--- config.mk ---
export PLATFORM = sky130hd
export DESIGN_NAME = tpu_loop_seq
export DESIGN_NICKNAME = d
export VERILOG_FILES = /design/src/rtl/tpu_loop_seq.sv
export SDC_FILE = /design/constraint.sdc
export NUM_CORES = 1
export LEC_CHECK = 0
export CORE_MARGIN = 5
export CORE_UTILIZATION = 35
export DETAILED_ROUTE_END_ITERATION = 12
export HOLD_SLACK_MARGIN = 0.06
export SYNTH_ARGS = -nofsm -noshare
export SYNTH_HDL_FRONTEND = slang
export SYNTH_SLANG_ARGS = --single-unit
--- constraint.sdc ---
create_clock -name clk -period 3.5 [get_ports clk]
set_clock_uncertainty 0.15 [all_clocks]
set_input_delay 0.35 -clock clk [delete_from_list [all_inputs] [get_ports clk]]
set_output_delay 0.35 -clock clk [all_outputs]
set_load 0.01 [all_outputs]
--- src/rtl/tpu_loop_seq.sv ---
`default_nettype none
// ============================================================================
//  Module   : tpu_loop_seq
//  Purpose  : Two-level (outer/inner) loop sequencer. It issues one operand
//             index pair per accepted beat to the TPU datapath. After the
//             final beat it waits a programmable drain interval, then pulses
//             done.
//  Revision : 1.0  initial release
// ============================================================================
module tpu_loop_seq #(
  parameter int CNT_WIDTH   = 16,
  parameter int DRAIN_WIDTH = 8
) (
  input  logic                   clk,
  input  logic                   rst,          // asynchronous, active-low
  input  logic                   start,
  input  logic                   abort,
  input  logic [CNT_WIDTH-1:0]   inner_end,
  input  logic [CNT_WIDTH-1:0]   outer_end,
  input  logic [DRAIN_WIDTH-1:0] drain_len,
  output logic                   issue_valid,
  input  logic                   issue_ready,
  output logic [CNT_WIDTH-1:0]   inner_idx,
  output logic [CNT_WIDTH-1:0]   outer_idx,
  output logic                   first_inner,
  output logic                   last_inner,
  output logic                   last,
  output logic                   busy,
  output logic                   done
);

  localparam logic [1:0] S_IDLE  = 2'd0;
  localparam logic [1:0] S_ISSUE = 2'd1;
  localparam logic [1:0] S_DRAIN = 2'd2;
  localparam logic [1:0] S_DONE  = 2'd3;

  localparam logic [CNT_WIDTH-1:0]   C_CNT_ONE   = CNT_WIDTH'(1);
  localparam logic [DRAIN_WIDTH-1:0] C_DRAIN_ONE = DRAIN_WIDTH'(1);

  logic [1:0]             state_q,     state_d;
  logic [CNT_WIDTH-1:0]   inner_q,     inner_d;
  logic [CNT_WIDTH-1:0]   outer_q,     outer_d;
  logic [CNT_WIDTH-1:0]   ie_q,        ie_d;
  logic [CNT_WIDTH-1:0]   oe_q,        oe_d;
  logic [DRAIN_WIDTH-1:0] dl_q,        dl_d;
  logic [DRAIN_WIDTH-1:0] dcnt_q,      dcnt_d;
  logic                   valid_q,     valid_d;
  logic                   first_q,     first_d;
  logic                   last_in_q,   last_in_d;
  logic                   last_q,      last_d;
  logic                   busy_q,      busy_d;
  logic                   done_q,      done_d;

  logic                   w_accept;

  // valid_q is high exactly in ISSUE, so it qualifies the handshake directly
  assign w_accept = valid_q & issue_ready;

  // Next-state, index stepping and registered-output computation
  always_comb begin
    state_d = state_q;
    inner_d = inner_q;
    outer_d = outer_q;
    ie_d    = ie_q;
    oe_d    = oe_q;
    dl_d    = dl_q;
    dcnt_d  = dcnt_q;

    case (state_q)
      S_IDLE: begin
        if (start && !abort) begin
          ie_d    = inner_end;
          oe_d    = outer_end;
          dl_d    = drain_len;
          inner_d = '0;
          outer_d = '0;
          state_d = S_ISSUE;
        end
      end
      S_ISSUE: begin
        if (w_accept) begin
          if (last_q) begin
            // Park indices at zero so they never exceed their end values
            inner_d = '0;
            outer_d = '0;
            dcnt_d  = '0;
            state_d = (dl_q == '0) ? S_DONE : S_DRAIN;
          end else if (last_in_q) begin
            inner_d = '0;
            outer_d = outer_q + C_CNT_ONE;
          end else begin
            inner_d = inner_q + C_CNT_ONE;
          end
        end
      end
      S_DRAIN: begin
        // dl_q is non-zero here, so the subtraction cannot wrap
        if (dcnt_q == dl_q - C_DRAIN_ONE) begin
          state_d = S_DONE;
        end else begin
          dcnt_d = dcnt_q + C_DRAIN_ONE;
        end
      end
      S_DONE: begin
        state_d = S_IDLE;
      end
      default: begin
        state_d = S_IDLE;
      end
    endcase

    // Cancel wins over everything outside IDLE; no done pulse follows
    if (abort && (state_q != S_IDLE)) begin
      state_d = S_IDLE;
      inner_d = '0;
      outer_d = '0;
    end

    // Flags are precomputed from next-state values so every output is a flop
    valid_d   = (state_d == S_ISSUE);
    first_d   = valid_d && (inner_d == '0);
    last_in_d = valid_d && (inner_d == ie_d);
    last_d    = last_in_d && (outer_d == oe_d);
    busy_d    = (state_d != S_IDLE);
    done_d    = (state_d == S_DONE);
  end

  // State and datapath registers with asynchronous active-low clear
  always_ff @(posedge clk or negedge rst) begin
    if (!rst) begin
      state_q   <= S_IDLE;
      inner_q   <= '0;
      outer_q   <= '0;
      ie_q      <= '0;
      oe_q      <= '0;
      dl_q      <= '0;
      dcnt_q    <= '0;
      valid_q   <= 1'b0;
      first_q   <= 1'b0;
      last_in_q <= 1'b0;
      last_q    <= 1'b0;
      busy_q    <= 1'b0;
      done_q    <= 1'b0;
    end else begin
      state_q   <= state_d;
      inner_q   <= inner_d;
      outer_q   <= outer_d;
      ie_q      <= ie_d;
      oe_q      <= oe_d;
      dl_q      <= dl_d;
      dcnt_q    <= dcnt_d;
      valid_q   <= valid_d;
      first_q   <= first_d;
      last_in_q <= last_in_d;
      last_q    <= last_d;
      busy_q    <= busy_d;
      done_q    <= done_d;
    end
  end

  assign issue_valid = valid_q;
  assign inner_idx   = inner_q;
  assign outer_idx   = outer_q;
  assign first_inner = first_q;
  assign last_inner  = last_in_q;
  assign last        = last_q;
  assign busy        = busy_q;
  assign done        = done_q;

endmodule
`default_nettype wire

==> flow_summary_export.csv, run 1 <==
group,metric,value,unit
global_route,grt_pass1_wl,24900,um
yosys,async_reset_ff_share,100,%
clocking,clkTransAtPathRegs,60,ps
global_route,grt_pass1_vias,4569,
clocking,post_cts_buffers,0,
timing,grt_setup_unrepaired,"false",
clocking,clk_latency,350,ps
yosys,ys.flop_type,"dfrtp_1",
timing,max_clock_freq,318,MHz
placement,globalplace.congestion,0.898,
yosys,synth-seq-cells,88,
floorplanning,core,14500,sq um
final_layout,diodes,0,
clocking,cts_max_level,3,
global_route,grt.total_usage,17.8,%
yosys,synth-edff-count,0,
floorplanning,die_w,131,um
setup_path,crit_fanout,4,
setup_path,crit_top_cell,"nor4_2",
placement,dp_hpwl,11600,um
yosys,synth_area,5140,sq um
pwr,vdd_drop_max,0.000251,V
timing,worst_pin_slew,790,ps
timing,max_slew_margin,47.4,%
job,drv_cap,0,
setup_path,end_kind,"register",
yosys,syn_inst,525,
floorplanning,die-area,17200,sq um
clocking,cts_made_buffers,9,
timing,setup-tns-final,0,ps
detailed_routing,ant_nets,0,
floorplanning,die_h,131,um
setup_path,critPathMaxStageDelay,450,ps
timing,setup_violations,0,
final_layout,layout.area.seq,2200,sq um
detailed_routing,drc_errors,0,
clocking,cts_tree,"yes",
worst_hold_path,hold_class,"register to register",
setup_path,path_cells,"inv_1 -> ha_1 -> or3b_4 -> nor4_2 -> o211ai_1 -> a311oi_2 -> nor4_1 -> nor4_2 -> nand4_1 -> nor4b_2",
pwr,p_per_area,625,nW/um^2
final_layout,nFillCells,1353,
setup_path,critPathLaunchType,"register",
final_layout,drive_gt1_share,15.0,%
pwr,p_leak,0.00264,uW
clocking,cts-root-buf,"clkbuf_16",
setup_path,worstPathRequired,3600,ps
detailed_routing,avgRoutedWirePerCell,19.0,um
final_layout,fin_util,45.6,%
detailed_routing,via_count,4546,
timing,hold_violations,0,
yosys,yosys_warnings,0,
setup_path,rrSetupSlack,360,ps
timing,period_needed,3140,ps
clocking,clockBufferDepth,2,
detailed_routing,dr.pass1.iters,5,
clocking,cts_hold_buf,1,
floorplanning,std_cell_rows,44,
global_route,grt_overflow,0,
placement,postPlaceCellArea,6250,sq um
detailed_routing,wl,15400,um
global_route,grt_start_max_net_pins,61,
clocking,clock_sinks,88,
timing,final.period_utilization,89.8,%
setup_path,path_class,"register to register",
yosys,syn_avg_cell_area,9.79,sq um
setup_path,arrival,3240,ps
floorplanning,initial_core_util,35.5,%
setup_path,critical_path.slowest_cell,"dfrtp_1",
yosys,syn_nets,574,
clocking,cts_resized,0,
final_layout,finalInstanceArea,6610,sq um
detailed_routing,drt_iter0_drc,365,
placement,placement.io_buffers,82,
yosys,ys_seq_area_share,42.9,%
yosys,yosys.cell_types.count,68,
floorplanning,num_io_pins,83,
detailed_routing,via_per_inst,5.61,
final_layout,nNetsFinal,670,
timing,drv_slew,0,
status,outcome,"complete, no violations",
final_layout,multi_input_area,2700,sq um
global_route,antenna_found_initial,0,
final_layout,area_growth_syn_to_layout,28.6,%
-- critical path: cells and delay by family (launching register included) --
kind / cells / cell delay (ps)
compound gates: 2 / 460
fa+ha+maj: 1 / 180
buf+inv: 1 / 100
flops: 1 / 450
simple gates: 6 / 1720
-- flip-flops by register name, summed over array words and instances, names as in the netlist --
signal	cells
outer_idx	16
issue_valid	1
dcnt_q	8
inner_idx	16
dl_q	8
busy	1
ie_q	16
state_q	2
oe_q	16
done	1
first_inner	1
last	1
last_inner	1
-- routing by layer --
metal,wire [um],GRT usage [%]
met1,7410,25.4
met2,6950,26.9
met3,704,3.13
met4,318,6.76
met5,0,0
-- through the flow --
step                      hold WS, ps  power (uW)  cells  setup slack (ps)
after floorplan                 -95.6        2490    525               789
after global placement            329        2980    793               102
after detailed placement          342        3010    793              73.2
after CTS                         361        4150    810               342
after global routing              368        4360    810               185
final                             356        4130    810               357
-- kinds of logic (layout without fill, tap and decap cells) --
kind of cell | after synthesis | after routing | share of synthesized area, %
muxes | 39 | 39 | 8.52
DFF | 88 | 88 | 42.9
xor gates and xnor gates | 38 | 38 | 6.48
buffers and inverters | 50 | 151 | 4.51
AOI/OAI and AO/OA | 110 | 110 | 14.1
adders and majority gates | 4 | 4 | 0.974
and+or+nand+nor | 196 | 196 | 22.6
-- worst paths after layout --
check,end,from,cells past startpoint
min in group asynchronous,dl_q[2],rst,2
worst max register to register,last,dl_q[0],10
worst min register to register,ie_q[4],ie_q[4],2
worst min-delay path,ie_q[4],ie_q[4],2
worst max-delay path,last,dl_q[0],10
max in group asynchronous,ie_q[0],rst,3
-- synth_stat cells (4+ instances only) --
cell type / count / area (sq um)
a31oi_1: 9 / 56.3
mux2i_1: 4 / 40.0
nor4_1: 14 / 87.6
nand2_1: 38 / 143
a21o_1: 5 / 37.5
xor2_1: 13 / 114
o21ai_0: 29 / 145
nor3_1: 18 / 90.1
ha_1: 4 / 50.1
or4_1: 5 / 37.5
dfrtp_1: 88 / 2200
and4b_1: 4 / 40.0
buf_4: 6 / 45.0
xnor2_1: 25 / 219
and2_1: 5 / 31.3
and3_1: 6 / 37.5
mux2_2: 34 / 383
o31ai_1: 6 / 45.0
and4_1: 4 / 35.0
nand2b_1: 5 / 31.3
o211ai_1: 7 / 52.6
nor2_1: 31 / 116
nand3_1: 15 / 75.1
nor3b_1: 4 / 30.0
clkbuf_1: 6 / 22.5
or3_1: 5 / 31.3
a21oi_1: 23 / 115
inv_1: 25 / 93.8
buf_2: 11 / 55.1
nand4_1: 18 / 113
-- cell type report --
cell class              instances  area share [%]
well taps                     184            3.48
flip-flops and latches         88            33.3
repair buffers                110            15.6
inverters                      25            1.42
clock buffers                  11            3.67
clock inverters                 5            1.57
multi-input cells             387            40.9
-- power breakdown --
part | total (uW) | switching [uW] | internal (uW)
combinational | 1490 | 781 | 711
clock | 1120 | 405 | 718
sequential | 1520 | 227 | 1290
-- cell usage in the layout, fill, tap and decap left out, types with 6 or more instances in the layout --
cell type and n:
nand4_1 18, inv_1 25, nand2_1 38, and3_1 6, nor2_1 31, dfrtp_1 88
xor2_1 13, clkbuf_16 9, nand3_1 15, nor3_1 18, o31ai_1 6, a21oi_1 23
buf_4 28, o21ai_0 29, a31oi_1 9, mux2_2 34, xnor2_1 25, nor4_1 14
clkdlybuf4s50_1 81, o211ai_1 7
Power figures use the tool's default switching activity.
==> inputs of run 2 (changes only) <==
- ABC_AREA: default -> 1
==> run 2 against run 1 <==
  * Combinational power is 39% higher
  * Power increased by 12%
  * Cell area rose by 8.2%
  * Register-to-register slack better by 510 ps
  * Area after synthesis grew 13%
  * Synthesized cell count is 61% higher
  * Final cell count is 43% higher
  * Fmax increased by 19%
  * Non-clock buffer count shrank 20
  * Sequential share of layout area down 2.5 points
  * Largest cell class unchanged
  * Largest power group is now combinational logic
==> flow_summary_export.csv, run 2 <==
group,metric,value,unit
global_route,grt_pass1_wl,27400,um
yosys,ys.flop_type,"dfrtp_1",
yosys,synth-seq-cells,88,
pwr,vdd_drop_max,0.000289,V
timing,grt_setup_unrepaired,"false",
clocking,cts_tree,"yes",
timing,max_clock_freq,380,MHz
global_route,grt_start_max_net_pins,38,
yosys,synth.area.mux_share,0,%
placement,postPlaceCellArea,6830,sq um
detailed_routing,via_per_inst,4.75,
clocking,cts-root-buf,"clkbuf_16",
pwr,seqPwrFrac,32.7,%
yosys,syn_inst,847,
yosys,synth_area,5800,sq um
detailed_routing,wl,16700,um
yosys,synth-edff-count,0,
setup_path,path_cells,"inv_1 -> ha_1 -> nand2_1 -> o21ai_0 -> nand2_1 -> nand2_1 -> nand2_1 -> nor2_1 -> nand2_1 -> a21oi_2 -> nand3_1 -> nor2_1 -> nand3_1 -> nor2_1",
placement,place_inst,1140,
final_layout,nNetsFinal,981,
timing,worst_pin_slew,615,ps
timing,period_needed,2630,ps
worst_hold_path,hold_class,"primary input to async pin",
yosys,yosys.area_share.adder,0.862,%
setup_path,worstPathRequired,3630,ps
timing,final.period_utilization,75.3,%
floorplanning,initial_core_util,35.4,%
floorplanning,die_h,139,um
detailed_routing,dr.pass1.iters,5,
global_route,grt_overflow,0,
final_layout,area_growth_syn_to_layout,23.2,%
setup_path,critPathLaunchType,"register",
floorplanning,std_cell_rows,47,
global_route,grt_pass1_vias,5226,
setup_path,critical_path.slowest_cell,"dfrtp_1",
yosys,yosys_warnings,0,
yosys,async_reset_ff_share,100,%
timing,holdWs,347,ps
yosys,ys_seq_area_share,37.9,%
clocking,cts_made_buffers,9,
pwr,p_per_area,645,nW/um^2
clocking,clock_sinks,88,
final_layout,drive_gt1_share,8.45,%
yosys,yosysMostFrequentCell,"nand2_1",
pwr,power_frac_comb,45.0,%
yosys,synth-simple-area-share,38.6,%
timing,drv_slew,0,
clocking,clk_latency,340,ps
placement,placement.io_buffers,82,
yosys,yosys.area.top_type,"dfrtp_1",
global_route,grt.total_usage,17.5,%
detailed_routing,drc_errors,0,
final_layout,finalInstanceArea,7150,sq um
final_layout,nFillCells,1673,
yosys,ys_top_cells_by_area,"dfrtp_1 (38%), nand2_1 (17%), inv_1 (8.4%), nand3_1 (7.5%), nor2_1 (4.6%)",
pwr,netSwitchingFraction,41.0,%
floorplanning,die-area,19300,sq um
timing,max_slew_margin,58.9,%
yosys,synth_top_family_by_area,"simple AND/OR/NAND/NOR gates",
pwr,power.switching,1890,uW
placement,globalplace.congestion,0.918,
global_route,antenna_found_initial,0,
clocking,cts_resized,0,
setup_path,path_class,"register to register",
timing,setup_violations,0,
setup_path,cp_top_family,"simple AND/OR/NAND/NOR gates",
setup_path,end_kind,"register",
final_layout,final_common_cell,"nand2_1",
yosys,synth-xor-area-share,2.11,%
setup_path,crit_top_cell,"nand2_1",
detailed_routing,avgRoutedWirePerCell,14.5,um
clocking,post_cts_buffers,0,
detailed_routing,ant_nets,0,
floorplanning,core,16400,sq um
setup_path,critPathMaxStageDelay,370,ps
yosys,syn_nets,896,
timing,hold_violations,0,
final_layout,fin_util,43.6,%
clocking,clkTransAtPathRegs,60,ps
yosys,yosys.cell_types.count,41,
final_layout,diodes,0,
setup_path,path_buf_inv,1,
pwr,p_leak,0.00368,uW
placement,dp_hpwl,12600,um
detailed_routing,via_count,5483,
job,drv_cap,0,
yosys,synth_compound_area_share,9.03,%
clocking,cts_max_level,3,
yosys,synthTopCellsByCount,"nand2_1 (260), inv_1 (130), dfrtp_1 (88)",
detailed_routing,drt_iter0_drc,399,
floorplanning,num_io_pins,83,
pwr,internal-power,2720,uW
status,outcome,"complete, no violations",
setup_path,arrival,2760,ps
final_layout,final_cell_mix,"nand2_1 (260), inv_1 (130), dfrtp_1 (88)",
pwr,clockPowerShare,22.4,%
yosys,netlist.area_leader.share,37.9,%
final_layout,finalNonFillerCells,1155,
timing,setup-tns-final,0,ps
floorplanning,die_w,139,um
setup_path,crit_fanout,5,
clocking,clockBufferDepth,2,
yosys,syn_avg_cell_area,6.85,sq um
==> run 2: changes by cell type in the layout (fill, tap and decap cells not counted), moves of 11 or more <==
cell     delta
nor2_1     +40
nand3_1    +72
inv_1     +105
nand2_1   +222
buf_4      -21
inv_2      +11
mux2_2     -34
xnor2_1    -18
nor4_1     -13
==> run 2: routing by layer <==
layer  track usage, %  vias to the layer above  share of wire [%]
li1                 -                     2823                  -
met1             24.6                     2499                 49
met2             27.9                      147                 44
met3             2.69                       14                4.7
met4             5.15                        0                1.5
met5                0                        -                  0
==> run 2: logic make-up after synthesis <==
kind of cell             after synthesis
AND/OR/NAND/NOR                      495
buffers and inverters                158
flip-flops                            88
AO/OA/AOI/OAI                         88
XOR/XNOR                              14
adder cells (fa/ha/maj)                4
==> run 2: cell type report <==
class	instances	area, sq um	share of cell area [%]
clock buffers	10	239	3.34
clock inverters	4	70.1	0.980
inverters	142	536	7.49
multi-input cells	601	2940	41.1
flip-flops and latches	88	2200	30.8
well taps	220	275	3.85
repair buffers	90	893	12.5
==> run 2: path summary, 6_finish.rpt <==
| check | startpoint | cells past startpoint | slack [ps] | endpoint |
|---|---|---|---|---|
| max | dl_q[0] | 14 | 870 | last |
| min | rst | 2 | 350 | ie_q[11] |
| max reg2reg | dl_q[0] | 14 | 870 | last |
| min reg2reg | oe_q[7] | 2 | 350 | oe_q[7] |
| max in group asynchronous | rst | 3 | 2070 | oe_q[5] |
| min in group clk | oe_q[7] | 2 | 350 | oe_q[7] |
==> run 2: through the flow <==
step,worst slack [ps],total power (uW)
3_5_place_dp,522,3590
2_1_floorplan,1390,2970
3_3_place_gp,544,3580
4_1_cts,866,4640
6_report,866,4610
5_1_grt,577,5000
==> run 2: repair_timing <==
item | in CTS | in global routing
hold buffers | 1 | 0
setup endpoints to repair | 0 | 0
hold endpoints to repair | 32 | 0
==> run 2: power by group through the flow <==
stage | clock, uW | sequential [uW] | combinational, uW
floorplan | 0 | 1500 | 1470
global placement | 0 | 1520 | 2060
detailed placement | 0 | 1520 | 2070
CTS | 1060 | 1500 | 2080
global route | 1090 | 1540 | 2360
finish | 1030 | 1510 | 2070
==> patch (settings of run 2) <==
`oe_q` no longer has a reset.
--- a/src/rtl/tpu_loop_seq.sv
+++ b/src/rtl/tpu_loop_seq.sv
@@ -134,3 +134,2 @@
       ie_q      <= '0;
-      oe_q      <= '0;
       dl_q      <= '0;
@@ -148,3 +147,2 @@
       ie_q      <= ie_d;
-      oe_q      <= oe_d;
       dl_q      <= dl_d;
@@ -158,2 +156,6 @@
     end
+  end
+
+  always_ff @(posedge clk) begin
+    oe_q <= oe_d;
   end
Behaviour: same outputs for any inputs over 4 cycles, from zero or initial values and one cycle with rst low; that may be too few to reach the edited logic, so the function may still have changed.
==> patch against run 2 <==
Sequential cell count unchanged; routed wire length down 1.1%; first-iteration DRC count is 23% higher; largest power group unchanged; area after synthesis shrank 1.4%; total power down 1.3%; largest cell class unchanged; setup slack lost 330 ps; design area is 1.9% lower; highest routed layer unchanged; maximum frequency decreased by 11%; clock power decreased by 5%.
==> patch: results (changes against run 2) <==
Global route:
- The met2 capacity usage during global routing came to 28.7% (+0.74 points).
- The met3 demand-to-capacity share in global routing is 3.74% (+1.0 points).
- The largest net degree at the start of global routing is 73 (+92%).

Synth:
- By count the netlist is led by 260 x nand2_1, 130 x inv_1, 87 x nand3_1, 72 x dfrtp_1, 71 x nor2_1.
- The number of distinct library cell variants in the gate-level netlist after synthesis is 42 (+2.4%).
- The register area share after synthesis is 37.1% (-0.87 points).
- The average cell area after synthesis is 6.76 sq um (-1.4%).
- The adder-cell share of the synthesized area was 0.875% (+0.012 points).
- Sorting the synthesized cells by area gives the leading types as dfrtp_1 31%, nand2_1 17%, inv_1 8.5%.
- The complex-gate fraction of the synthesized area is 9.16% (+0.13 points).
- The fraction of synthesized cell area in xor and xnor cells is 2.14% (+0.030 points).

STA:
- The headroom to the max-slew limit was 36.6% (-22 points).
- The worst slack on hold paths was 330 ps (-16.7 ps).

Placed design:
- The worst slack after detailed placement is 518 ps (-4.04 ps).
- The placed instance count is 1132 (-0.70%).

Setup path:
- The critical path arrival is 3090 ps (+330 ps).
- The worst-case register-to-register setup slack is 540 ps (-330 ps).
- The cell count of the worst reg-to-reg path is 12 (-2).
- The largest stage delay on the critical path is 700 ps (+330 ps).

Detailed routing:
- The average wire length per cell after detail routing was 14.4 um (-0.61%).
- The number of vias per cell is 4.81 (+1.3%).
- The detailed router's first-iteration violation count is 491 (+23%).

Power and ir drop:
- The maximum resistive drop on vdd was 0.000314 V (+8.3%).

Min path:
- The worst min-delay path class is flip-flop to flip-flop.

Status:
- The flow ran to the end, and the final reports show no timing, DRC or antenna violations.

Cells and area:
- The final net count was 977 (-0.41%).
-- patch: layout make-up --
class,count,area (sq um),area share [%]
clock buffer,10,239,3.41
clock inverter,6,58.8,0.839
inverter,142,536,7.64
multi-input combinational,601,2940,41.9
timing repair buffer,86,851,12.1
sequential,88,2120,30.3
tap,216,270,3.85
-- patch: layer usage --
metal / up-vias / wire length [um] / share of wire (%)
met1: 2511 / 7870 / 47
met3: 15 / 971 / 5.9
met4: 0 / 230 / 1.4
met2: 177 / 7490 / 45
met5: - / 0 / 0
li1: 2824 / - / -
-- patch: repair_timing --
item	CTS	global route
gates resized for setup	0	0
buffers inserted	0	0
hold buffers	1	0
endpoints found under the hold margin	64	0
-- patch: where the power goes --
group / switching, mW / internal, mW
logic: 1.29 / 0.765
clock network: 0.414 / 0.569
registers: 0.198 / 1.32
total: 1.90 / 2.65
